$ cat config.mk
export PLATFORM = sky130hd
export DESIGN_NAME = n64_poll_scheduler
export DESIGN_NICKNAME = d
export VERILOG_FILES = /design/src/rtl/n64_pkg.sv /design/src/rtl/n64_port_status.sv /design/src/rtl/n64_poll_scheduler.sv
export SDC_FILE = /design/constraint.sdc
export NUM_CORES = 1
export LEC_CHECK = 0
export CORE_MARGIN = 2
export CORE_UTILIZATION = 47
export DETAILED_ROUTE_END_ITERATION = 8
export GPL_ROUTABILITY_DRIVEN = 0
export PLACE_DENSITY = 0.77
export RECOVER_POWER = 100
export SLEW_MARGIN = 20
export SYNTH_ARGS = -nofsm -noshare
export SYNTH_HDL_FRONTEND = slang
export SYNTH_SLANG_ARGS = --single-unit
export TNS_END_PERCENT = 5
$ cat constraint.sdc
create_clock -name clk -period 2.02 [get_ports clk]
set_clock_uncertainty 0.1 [all_clocks]
set_input_delay 0.505 -clock clk [delete_from_list [all_inputs] [get_ports clk]]
set_output_delay 0.505 -clock clk [all_outputs]
set_load 0.01 [all_outputs]
$ cat src/rtl/n64_pkg.sv
// rtl/n64_pkg.sv - shared constants for the N64 controller poll scheduler
// FSM encodings and button-word bit positions of the 32-bit controller payload.
package n64_pkg;

   localparam int N64_RESP_W = 34;

   typedef logic [2:0] state_t;

   localparam state_t ST_IDLE      = 3'd0;
   localparam state_t ST_WAIT_SLOT = 3'd1;
   localparam state_t ST_ISSUE     = 3'd2;
   localparam state_t ST_AWAIT     = 3'd3;
   localparam state_t ST_COMMIT    = 3'd4;

   localparam int BTN_A          = 31;
   localparam int BTN_B          = 30;
   localparam int BTN_Z          = 29;
   localparam int BTN_START      = 28;
   localparam int BTN_DPAD_UP    = 27;
   localparam int BTN_DPAD_DOWN  = 26;
   localparam int BTN_DPAD_LEFT  = 25;
   localparam int BTN_DPAD_RIGHT = 24;
   localparam int STICK_X_MSB    = 15;
   localparam int STICK_X_LSB    = 8;
   localparam int STICK_Y_MSB    = 7;
   localparam int STICK_Y_LSB    = 0;

   function automatic logic signed [7:0] stick_x(input logic [31:0] word);
      return word[STICK_X_MSB:STICK_X_LSB];
   endfunction

   function automatic logic signed [7:0] stick_y(input logic [31:0] word);
      return word[STICK_Y_MSB:STICK_Y_LSB];
   endfunction

endpackage

$ cat src/rtl/n64_port_status.sv
// rtl/n64_port_status.sv - per-port button latch, miss counter and connection flag
// Consumes one-cycle hit/miss strobes from the scheduler's COMMIT state.
module n64_port_status
   import n64_pkg::*;
#(
   parameter int MAX_MISSES = 3
) (
   input  logic        clk,
   input  logic        rst_n,
   input  logic        hit,
   input  logic        miss,
   input  logic [31:0] payload,
   output logic [31:0] btn,
   output logic        upd,
   output logic        conn
);

   localparam int MW = $clog2(MAX_MISSES + 1);
   localparam logic [MW-1:0] MISS_MAX  = MW'(MAX_MISSES);
   localparam logic [MW-1:0] MISS_LAST = MW'(MAX_MISSES - 1);

   logic [MW-1:0] miss_cnt;

   always_ff @(posedge clk or negedge rst_n) begin
      if (!rst_n) begin
         btn      <= '0;
         upd      <= 1'b0;
         conn     <= 1'b0;
         miss_cnt <= '0;
      end else begin
         upd <= hit;
         if (hit) begin
            btn      <= payload;
            miss_cnt <= '0;
            conn     <= 1'b1;
         end else if (miss) begin
            if (miss_cnt != MISS_MAX)
               miss_cnt <= miss_cnt + 1'b1;
            // Neutral buttons on disconnect so the paddle logic stops moving.
            if (miss_cnt >= MISS_LAST) begin
               conn <= 1'b0;
               btn  <= '0;
            end
         end
      end
   end

endmodule

$ cat src/rtl/n64_poll_scheduler.sv
// rtl/n64_poll_scheduler.sv - round-robin slot scheduler for two N64 controller lines
// Shares one transceiver engine: issue, await response or timeout, commit to the selected port.
module n64_poll_scheduler
   import n64_pkg::*;
#(
   parameter int SLOT_CYCLES    = 208_333,
   parameter int TIMEOUT_CYCLES = 12_500,
   parameter int MAX_MISSES     = 3,
   parameter bit CHECK_PARAMS   = 1'b1
) (
   input  logic                  clk,
   input  logic                  rst_n,
   input  logic                  enable,
   output logic                  eng_start,
   output logic                  eng_sel,
   input  logic [N64_RESP_W-1:0] eng_data,
   input  logic                  eng_valid,
   output logic [31:0]           btn0,
   output logic [31:0]           btn1,
   output logic                  upd0,
   output logic                  upd1,
   output logic [1:0]            conn,
   output logic                  overrun
);

   localparam int SW = (SLOT_CYCLES > 1) ? $clog2(SLOT_CYCLES) : 1;
   localparam int TW = (TIMEOUT_CYCLES > 1) ? $clog2(TIMEOUT_CYCLES) : 1;

   generate
      if (CHECK_PARAMS && ((TIMEOUT_CYCLES + 4 >= SLOT_CYCLES) || (MAX_MISSES < 1))) begin : g_bad_params
         $error("n64_poll_scheduler: need TIMEOUT_CYCLES + 4 < SLOT_CYCLES and MAX_MISSES >= 1");
      end
   endgenerate

   state_t        state;
   logic [SW-1:0] slot_cnt;
   logic [TW-1:0] to_cnt;
   logic          slot_tick;
   logic          hit_r;
   logic [31:0]   data_r;
   logic          hit_s;
   logic          miss_s;
   logic          unused_framing;

   assign unused_framing = ^eng_data[N64_RESP_W-1:32];

   assign slot_tick = enable && (slot_cnt == SW'(SLOT_CYCLES - 1));
   assign eng_start = (state == ST_ISSUE);
   assign hit_s     = (state == ST_COMMIT) && hit_r;
   assign miss_s    = (state == ST_COMMIT) && !hit_r;

   always_ff @(posedge clk or negedge rst_n) begin
      if (!rst_n)
         slot_cnt <= '0;
      else if (!enable || slot_tick)
         slot_cnt <= '0;
      else
         slot_cnt <= slot_cnt + 1'b1;
   end

   always_ff @(posedge clk or negedge rst_n) begin
      if (!rst_n) begin
         state   <= ST_IDLE;
         eng_sel <= 1'b0;
         to_cnt  <= '0;
         hit_r   <= 1'b0;
         data_r  <= '0;
      end else begin
         case (state)
            ST_IDLE:
               if (enable) state <= ST_WAIT_SLOT;
            ST_WAIT_SLOT:
               if (!enable)        state <= ST_IDLE;
               else if (slot_tick) state <= ST_ISSUE;
            ST_ISSUE: begin
               to_cnt <= '0;
               hit_r  <= 1'b0;
               state  <= ST_AWAIT;
            end
            ST_AWAIT:
               // A response landing on the final timeout cycle still wins.
               if (eng_valid) begin
                  hit_r  <= 1'b1;
                  data_r <= eng_data[31:0];
                  state  <= ST_COMMIT;
               end else if (to_cnt == TW'(TIMEOUT_CYCLES - 1)) begin
                  state <= ST_COMMIT;
               end else begin
                  to_cnt <= to_cnt + 1'b1;
               end
            ST_COMMIT: begin
               eng_sel <= ~eng_sel;
               state   <= enable ? ST_WAIT_SLOT : ST_IDLE;
            end
            default:
               state <= ST_IDLE;
         endcase
      end
   end

   always_ff @(posedge clk or negedge rst_n) begin
      if (!rst_n)
         overrun <= 1'b0;
      else if (slot_tick && (state != ST_WAIT_SLOT))
         overrun <= 1'b1;
   end

   n64_port_status #(.MAX_MISSES(MAX_MISSES)) u_port0 (
      .clk     (clk),
      .rst_n   (rst_n),
      .hit     (hit_s && !eng_sel),
      .miss    (miss_s && !eng_sel),
      .payload (data_r),
      .btn     (btn0),
      .upd     (upd0),
      .conn    (conn[0])
   );

   n64_port_status #(.MAX_MISSES(MAX_MISSES)) u_port1 (
      .clk     (clk),
      .rst_n   (rst_n),
      .hit     (hit_s && eng_sel),
      .miss    (miss_s && eng_sel),
      .payload (data_r),
      .btn     (btn1),
      .upd     (upd1),
      .conn    (conn[1])
   );

endmodule

# ---- After elaboration in Yosys (flattened, before gate mapping)
# Cells that the tools add are included.
dict set report classes {
  n_eq_ne 15
  n_lt_le_gt_ge 2
  addsub 4
  mux 31
  bitwise 1
  n_reduce_logical 28
}
# op n
set ops {}
lappend ops {{two-way mux 32 bit} 6}
lappend ops {{two-way mux 14 bit} 2}
lappend ops {{one-hot mux 14 bit (2 select lines)} 1}
lappend ops {{adder 18 x 1 -> 18 bit (second input constant)} 1}
lappend ops {{equality test 18 bit (second input constant)} 1}
lappend ops {{two-way mux 18 bit} 1}
lappend ops {{two-way mux 3 bit} 5}
lappend ops {{one-hot mux 3 bit (5 select lines)} 1}
lappend ops {{adder 14 x 1 -> 14 bit (second input constant)} 1}
lappend ops {{equality test 14 bit (second input constant)} 1}
lappend ops {{nonzero test 2 bit} 7}
lappend ops {{two-way mux 2 bit} 6}
lappend ops {{!= test 2 bit (second input constant)} 6}
lappend ops {{AND reduction 2 bit} 6}
lappend ops {{logical AND 1 bit} 8}
lappend ops {{two-way mux 1 bit} 8}
lappend ops {{equality test 3 x 2 -> 1 bit (second input constant)} 2}
lappend ops {{!= test 3 bit (second input constant)} 2}
lappend ops {{AND reduction 3 bit} 2}
lappend ops {{adder 2 x 1 -> 2 bit (second input constant)} 2}
lappend ops {{>= comparator 2 bit (second input constant)} 2}
lappend ops {{equality test 3 x 1 -> 1 bit (second input constant)} 1}
lappend ops {{equality test 3 bit (second input constant)} 1}
lappend ops {{logical NOT 1 bit} 3}
lappend ops {{5 further kinds} 5}
dict set report totals {
  output_inout_bits 71
  register_bits 142
  in_bits 38
}

# ---- Longest topological paths before layout
dict set report depth {
  ltp_word 5
  ltp_mapped 8
  mapped_depth_nobuf 6
}

# ---- By module
# Synthesis repeated with hierarchy kept, for this count alone.
dict set report hier_totals {
  cells_unflattened 591
  area_unflattened_um2 6329.8
}
# module area_each_um2 cells_per_inst n_inst
set by_module_without_submodules {}
lappend by_module_without_submodules {n64_poll_scheduler 3191.8 281 1}
lappend by_module_without_submodules {n64_port_status 1569.0 155 2}

# ---- Least setup slack after synthesis
# No wires, ideal clock.
dict set report synth_timing {
  path_kind {register -> register}
  startpoint {reg to_cnt[11]}
  endpoint {reg to_cnt[2]}
  stages_incl_launch_ff 5
  arrival_time_ns 1.759
  period_less_slack_ns 1.989
  required_ns 1.790
  setup_slack_ns 0.031
  path_cell_list {dfrtp_1 > or4b_1 > or4_4 > a41oi_1 > o22ai_1}
}
dict set report synth_between {
  elab_chain_len 3
}
# element line
set synth_rtl {}
lappend synth_rtl {{from (decl)} n64_poll_scheduler.sv:37} ;# logic [TW-1:0] to_cnt;
lappend synth_rtl {{from (signal assigned)} n64_poll_scheduler.sv:89} ;# to_cnt <= to_cnt + 1'b1;
lappend synth_rtl {{equality test 14 bit} n64_poll_scheduler.sv:86} ;# end else if (to_cnt == TW'(TIMEOUT_CYCLES - 1)) begin
lappend synth_rtl {{!= test 2 bit (no source line)} n/a}
lappend synth_rtl {{AND reduction 3 bit (no source line)} n/a}
# No other way between the ends.
# A chain may end at the register's enable or synchronous reset.

# ---- Final worst setup path
dict set report layout_timing {
  startpoint {reg state[0]}
  endpoint {reg u_port0.btn[15]}
}
dict set report layout_between {
  elab_chain_len 5
  elab_cells_between_ends 9
  cone_classes {eq/ne (1); mux (1); reduce/logical (7)}
}
# element line
set layout_rtl {}
lappend layout_rtl {{from (decl)} n64_poll_scheduler.sv:35} ;# state_t state;
lappend layout_rtl {{from (signal assigned)} n64_poll_scheduler.sv:93} ;# state <= enable ? ST_WAIT_SLOT : ST_IDLE;
lappend layout_rtl {{equality test 3 bit (*)} {n64_poll_scheduler.sv:49, n64_poll_scheduler.sv:50}}
lappend layout_rtl {{logical AND 1 bit, on equally long branches} {n64_poll_scheduler.sv:50, n64_poll_scheduler.sv:49}}
lappend layout_rtl {{logical AND 1 bit, on equally long branches} {n64_poll_scheduler.sv:112, n64_poll_scheduler.sv:111}}
lappend layout_rtl {{nonzero test 2 bit (no source line)} n/a}
lappend layout_rtl {{AND reduction 2 bit (no source line)} n/a}
lappend layout_rtl {{to (signal assigned)} n64_port_status.sv:33} ;# btn <= payload;
lappend layout_rtl {{to (decl)} n64_port_status.sv:13} ;# output logic [31:0] btn,
# Every way passes the cells marked *; elsewhere a longest branch is shown, timed or not.

==> impl_metrics.py <==
metrics = {
    "outcome": {
        "status": "complete, no violations",
    },
    "cells_and_area": {
        "fill_cells": 909,
        "final_layout_size_suffix_gt1_share_pct": 18.78,
        "final_cell_mix": "dfrtp_1 (142), clkdlybuf4s50_1 (99), a22o_1 (65), mux2_2 (33), buf_4 (25)",
        "final_common_cell": "dfrtp_1",
        "stdcell_count": 791,
        "fin_util_pct": 65.85,
        "area_growth_pct": 35.50,
        "antenna_cells": 0,
        "nets": 656,
    },
    "yosys": {
        "syn_area_sq_um": 5886,
        "seq_area_frac_synth_pct": 60.37,
        "synthAdderAreaFrac_pct": 1.488,
        "synth_compound_area_share_pct": 15.41,
        "ys_ff_latch": 142,
        "yosysTopAreaCellShare_pct": 60.37,
        "synth-simple-area-share_pct": 11.10,
        "syn_nets": 517,
        "synth-edff-count": 0,
        "ys_async_sr_fraction_pct": 100.0,
        "yosys.cell_types.count": 46,
        "synth_top_area_cell": "dfrtp_1",
        "syn_inst": 472,
        "synth_xor_area_share_pct": 2.083,
        "synth.area.mux_share_pct": 6.314,
        "post_synth.cell_area_avg_sq_um": 12.47,
        "yosysWarnings": 0,
        "ys.flop_type": "dfrtp_1",
        "synthTopCellsByArea": "dfrtp_1 (60%), a22o_1 (9.7%), mux2_2 (6.3%)",
        "synth_top_family_by_area": "compound AO/OA/AOI/OAI gates",
    },
    "worst_setup_path": {
        "crit_chain": "or4b_1 -> or2_0 -> buf_4 -> a22o_1",
        "worst_path_dominant_cell_family": "simple AND/OR/NAND/NOR gates",
        "critPathBufInv": 1,
        "crit_required_ps": 2210,
        "slowest_delay_ps": 570,
        "worst-path-stages": 4,
        "cp-end-kind": "flop",
        "cp_max_fo": 22,
        "cpMaxStageDelayCell": "or4b_1",
        "cp.arrival_ps": 2180,
        "start_kind": "flop",
        "crit_type": "reg2reg",
        "reg2regPathDepth": 4,
    },
    "detailed_routing": {
        "first_pass_iters": 5,
        "postRouteAntennaNets": 0,
        "dr_total_vias": 4543,
        "drc": 0,
        "drtIter0Drc": 337,
        "postRouteWirelength_mm": 14.60,
        "avgRoutedWirePerCell_microns": 18.46,
        "vias_per_cell": 5.743,
    },
    "clock_network": {
        "cts.reportedPaths.clkPinSlew_ps": 60,
        "numCtsBuffers": 17,
        "cts_tree": "yes",
        "htreeDepth": 4,
        "cts_sinks": 142,
        "clockRootBuffer": "clkbuf_16",
        "insertion_delay_ps": 410,
        "clk_path_buf_depth": 2,
    },
    "sta": {
        "period_share_pct": 98.81,
        "slew_headroom_pct": 51.26,
        "hold_viol": 0,
        "max_freq_mhz": 501.0,
        "setup_violations": 0,
        "drv_slew": 0,
        "period_needed_ps": 1996,
        "tns_ps": 0,
        "rsz0062_at_grt": "true",
        "tightest_slew_ps": 731.1,
    },
    "pwr": {
        "ir_drop_mv": 0.5229,
        "leakage_nw": 3.682,
        "finalPower_mw": 6.241,
        "p_per_area_nw_per_um2": 782.5,
    },
    "grt": {
        "grt_pass1_wl_mm": 23.58,
        "track_usage_pct": 22.92,
        "grt_max_degree": 55,
        "grt_overflow_total": 0,
        "grt_pass1_vias": 4676,
        "antenna_found_initial": 0,
    },
    "floorplanning": {
        "core_sq_um": 12110,
        "dieArea_sq_um": 13430,
        "rows": 40,
        "die_y_microns": 115.9,
        "io_pins": 109,
        "die_w_microns": 115.9,
        "start_util_pct": 48.60,
    },
    "run": {
        "drv_cap": 0,
    },
    "min_path": {
        "hold_depth": 1,
        "holdCritPathClass": "reg2reg",
    },
    "placed_design": {
        "portBuffers": 106,
        "hpwl_mm": 9.766,
        "dp_cells": 758,
    },
}
path summary, 6_finish.rpt:
kind	slack, ps	to	start
max in group asynchronous	220	u_port0.btn[11]	rst_n
min in group asynchronous	610	u_port1.btn[27]	rst_n
worst max-delay path	20	u_port0.btn[15]	state[0]
worst min-delay path	380	u_port1.conn	u_port1.conn
worst max register to register	20	u_port0.btn[15]	state[0]
worst min register to register	380	u_port1.conn	u_port1.conn
registers in the layout, summed over array words and instances (netlist names), 2 cells and up:
register and cells:
u_port1.miss_cnt 2, data_r 32, state 3, u_port0.miss_cnt 2, to_cnt 14, u_port0.btn 32, u_port1.btn 32, slot_cnt 18
cell usage after synthesis, types with 3 or more instances:
cell	instances
ha_1	7
buf_2	8
nor2b_1	4
o311ai_0	6
xor2_1	5
a21oi_1	12
xnor2_1	9
nand3_1	13
mux2_2	33
and2_1	3
nand2_1	24
a22o_1	65
a21o_1	3
buf_6	3
dfrtp_1	142
a31oi_1	4
or3_1	7
o31ai_1	4
or4_1	3
and4_1	4
o211ai_1	4
nor3_1	9
nor4_1	6
nand4_1	10
nor2_1	23
clkbuf_1	14
inv_1	12
o21ai_0	10
where the power goes:
| group | internal, mW | switching (mW) |
|---|---|---|
| logic | 0.131 | 0.150 |
| clock network | 1.89 | 1.19 |
| registers | 2.86 | 0.0179 |
| total | 4.88 | 1.36 |
through the flow:
stage / hold WS, ps / area, sq um / worst slack [ps]
5_1_grt: 403.1 / 7975 / -51.27
3_3_place_gp: 364.7 / 7410 / -40.82
2_1_floorplan: 109.4 / 5886 / 30.76
4_1_cts: 381.4 / 8030 / 1.535
3_5_place_dp: 358.0 / 7410 / -120.7
6_report: 375.9 / 7975 / 24.08
repair_timing:
| action | 4_1_cts | 5_1_grt |
|---|---|---|
| endpoints found under the setup margin | 8 | 13 |
| hold endpoints to repair | 49 | 0 |
| gates cloned | 0 | 0 |
| hold buffers | 1 | 0 |
| resized for setup | 9 | 8 |
| pin swaps | 1 | 4 |
| setup buffers | 0 | 1 |
area by class of cell:
type,count,area [sq um],share of cell area [%]
Clock buffer,19,452.9,5.679
Clock inverter,12,133.9,1.679
Inverter,12,45.04,0.5648
Multi-Input combinational cell,290,2208,27.69
Sequential cell,142,3553,44.56
Tap cell,168,210.2,2.636
Timing Repair Buffer,148,1371,17.19
cell families (layout without fill, tap and decap cells):
family / after synthesis / after routing
DFF: 142 / 142
and+or+nand+nor: 120 / 120
AOI/OAI and AO/OA: 116 / 116
buffers and inverters: 40 / 191
muxes: 33 / 33
xor gates and xnor gates: 14 / 14
adders and majority gates: 7 / 7
layer usage:
metal  GRT usage [%]  vias to the layer above  share of wire, %
li1                -                     2043                 -
met1           28.98                     2313                43
met2           38.67                      167                50
met3           6.590                       20               6.0
met4           6.667                        0               1.3
met5               0                        -                 0
Power figures use the tool's default switching activity.
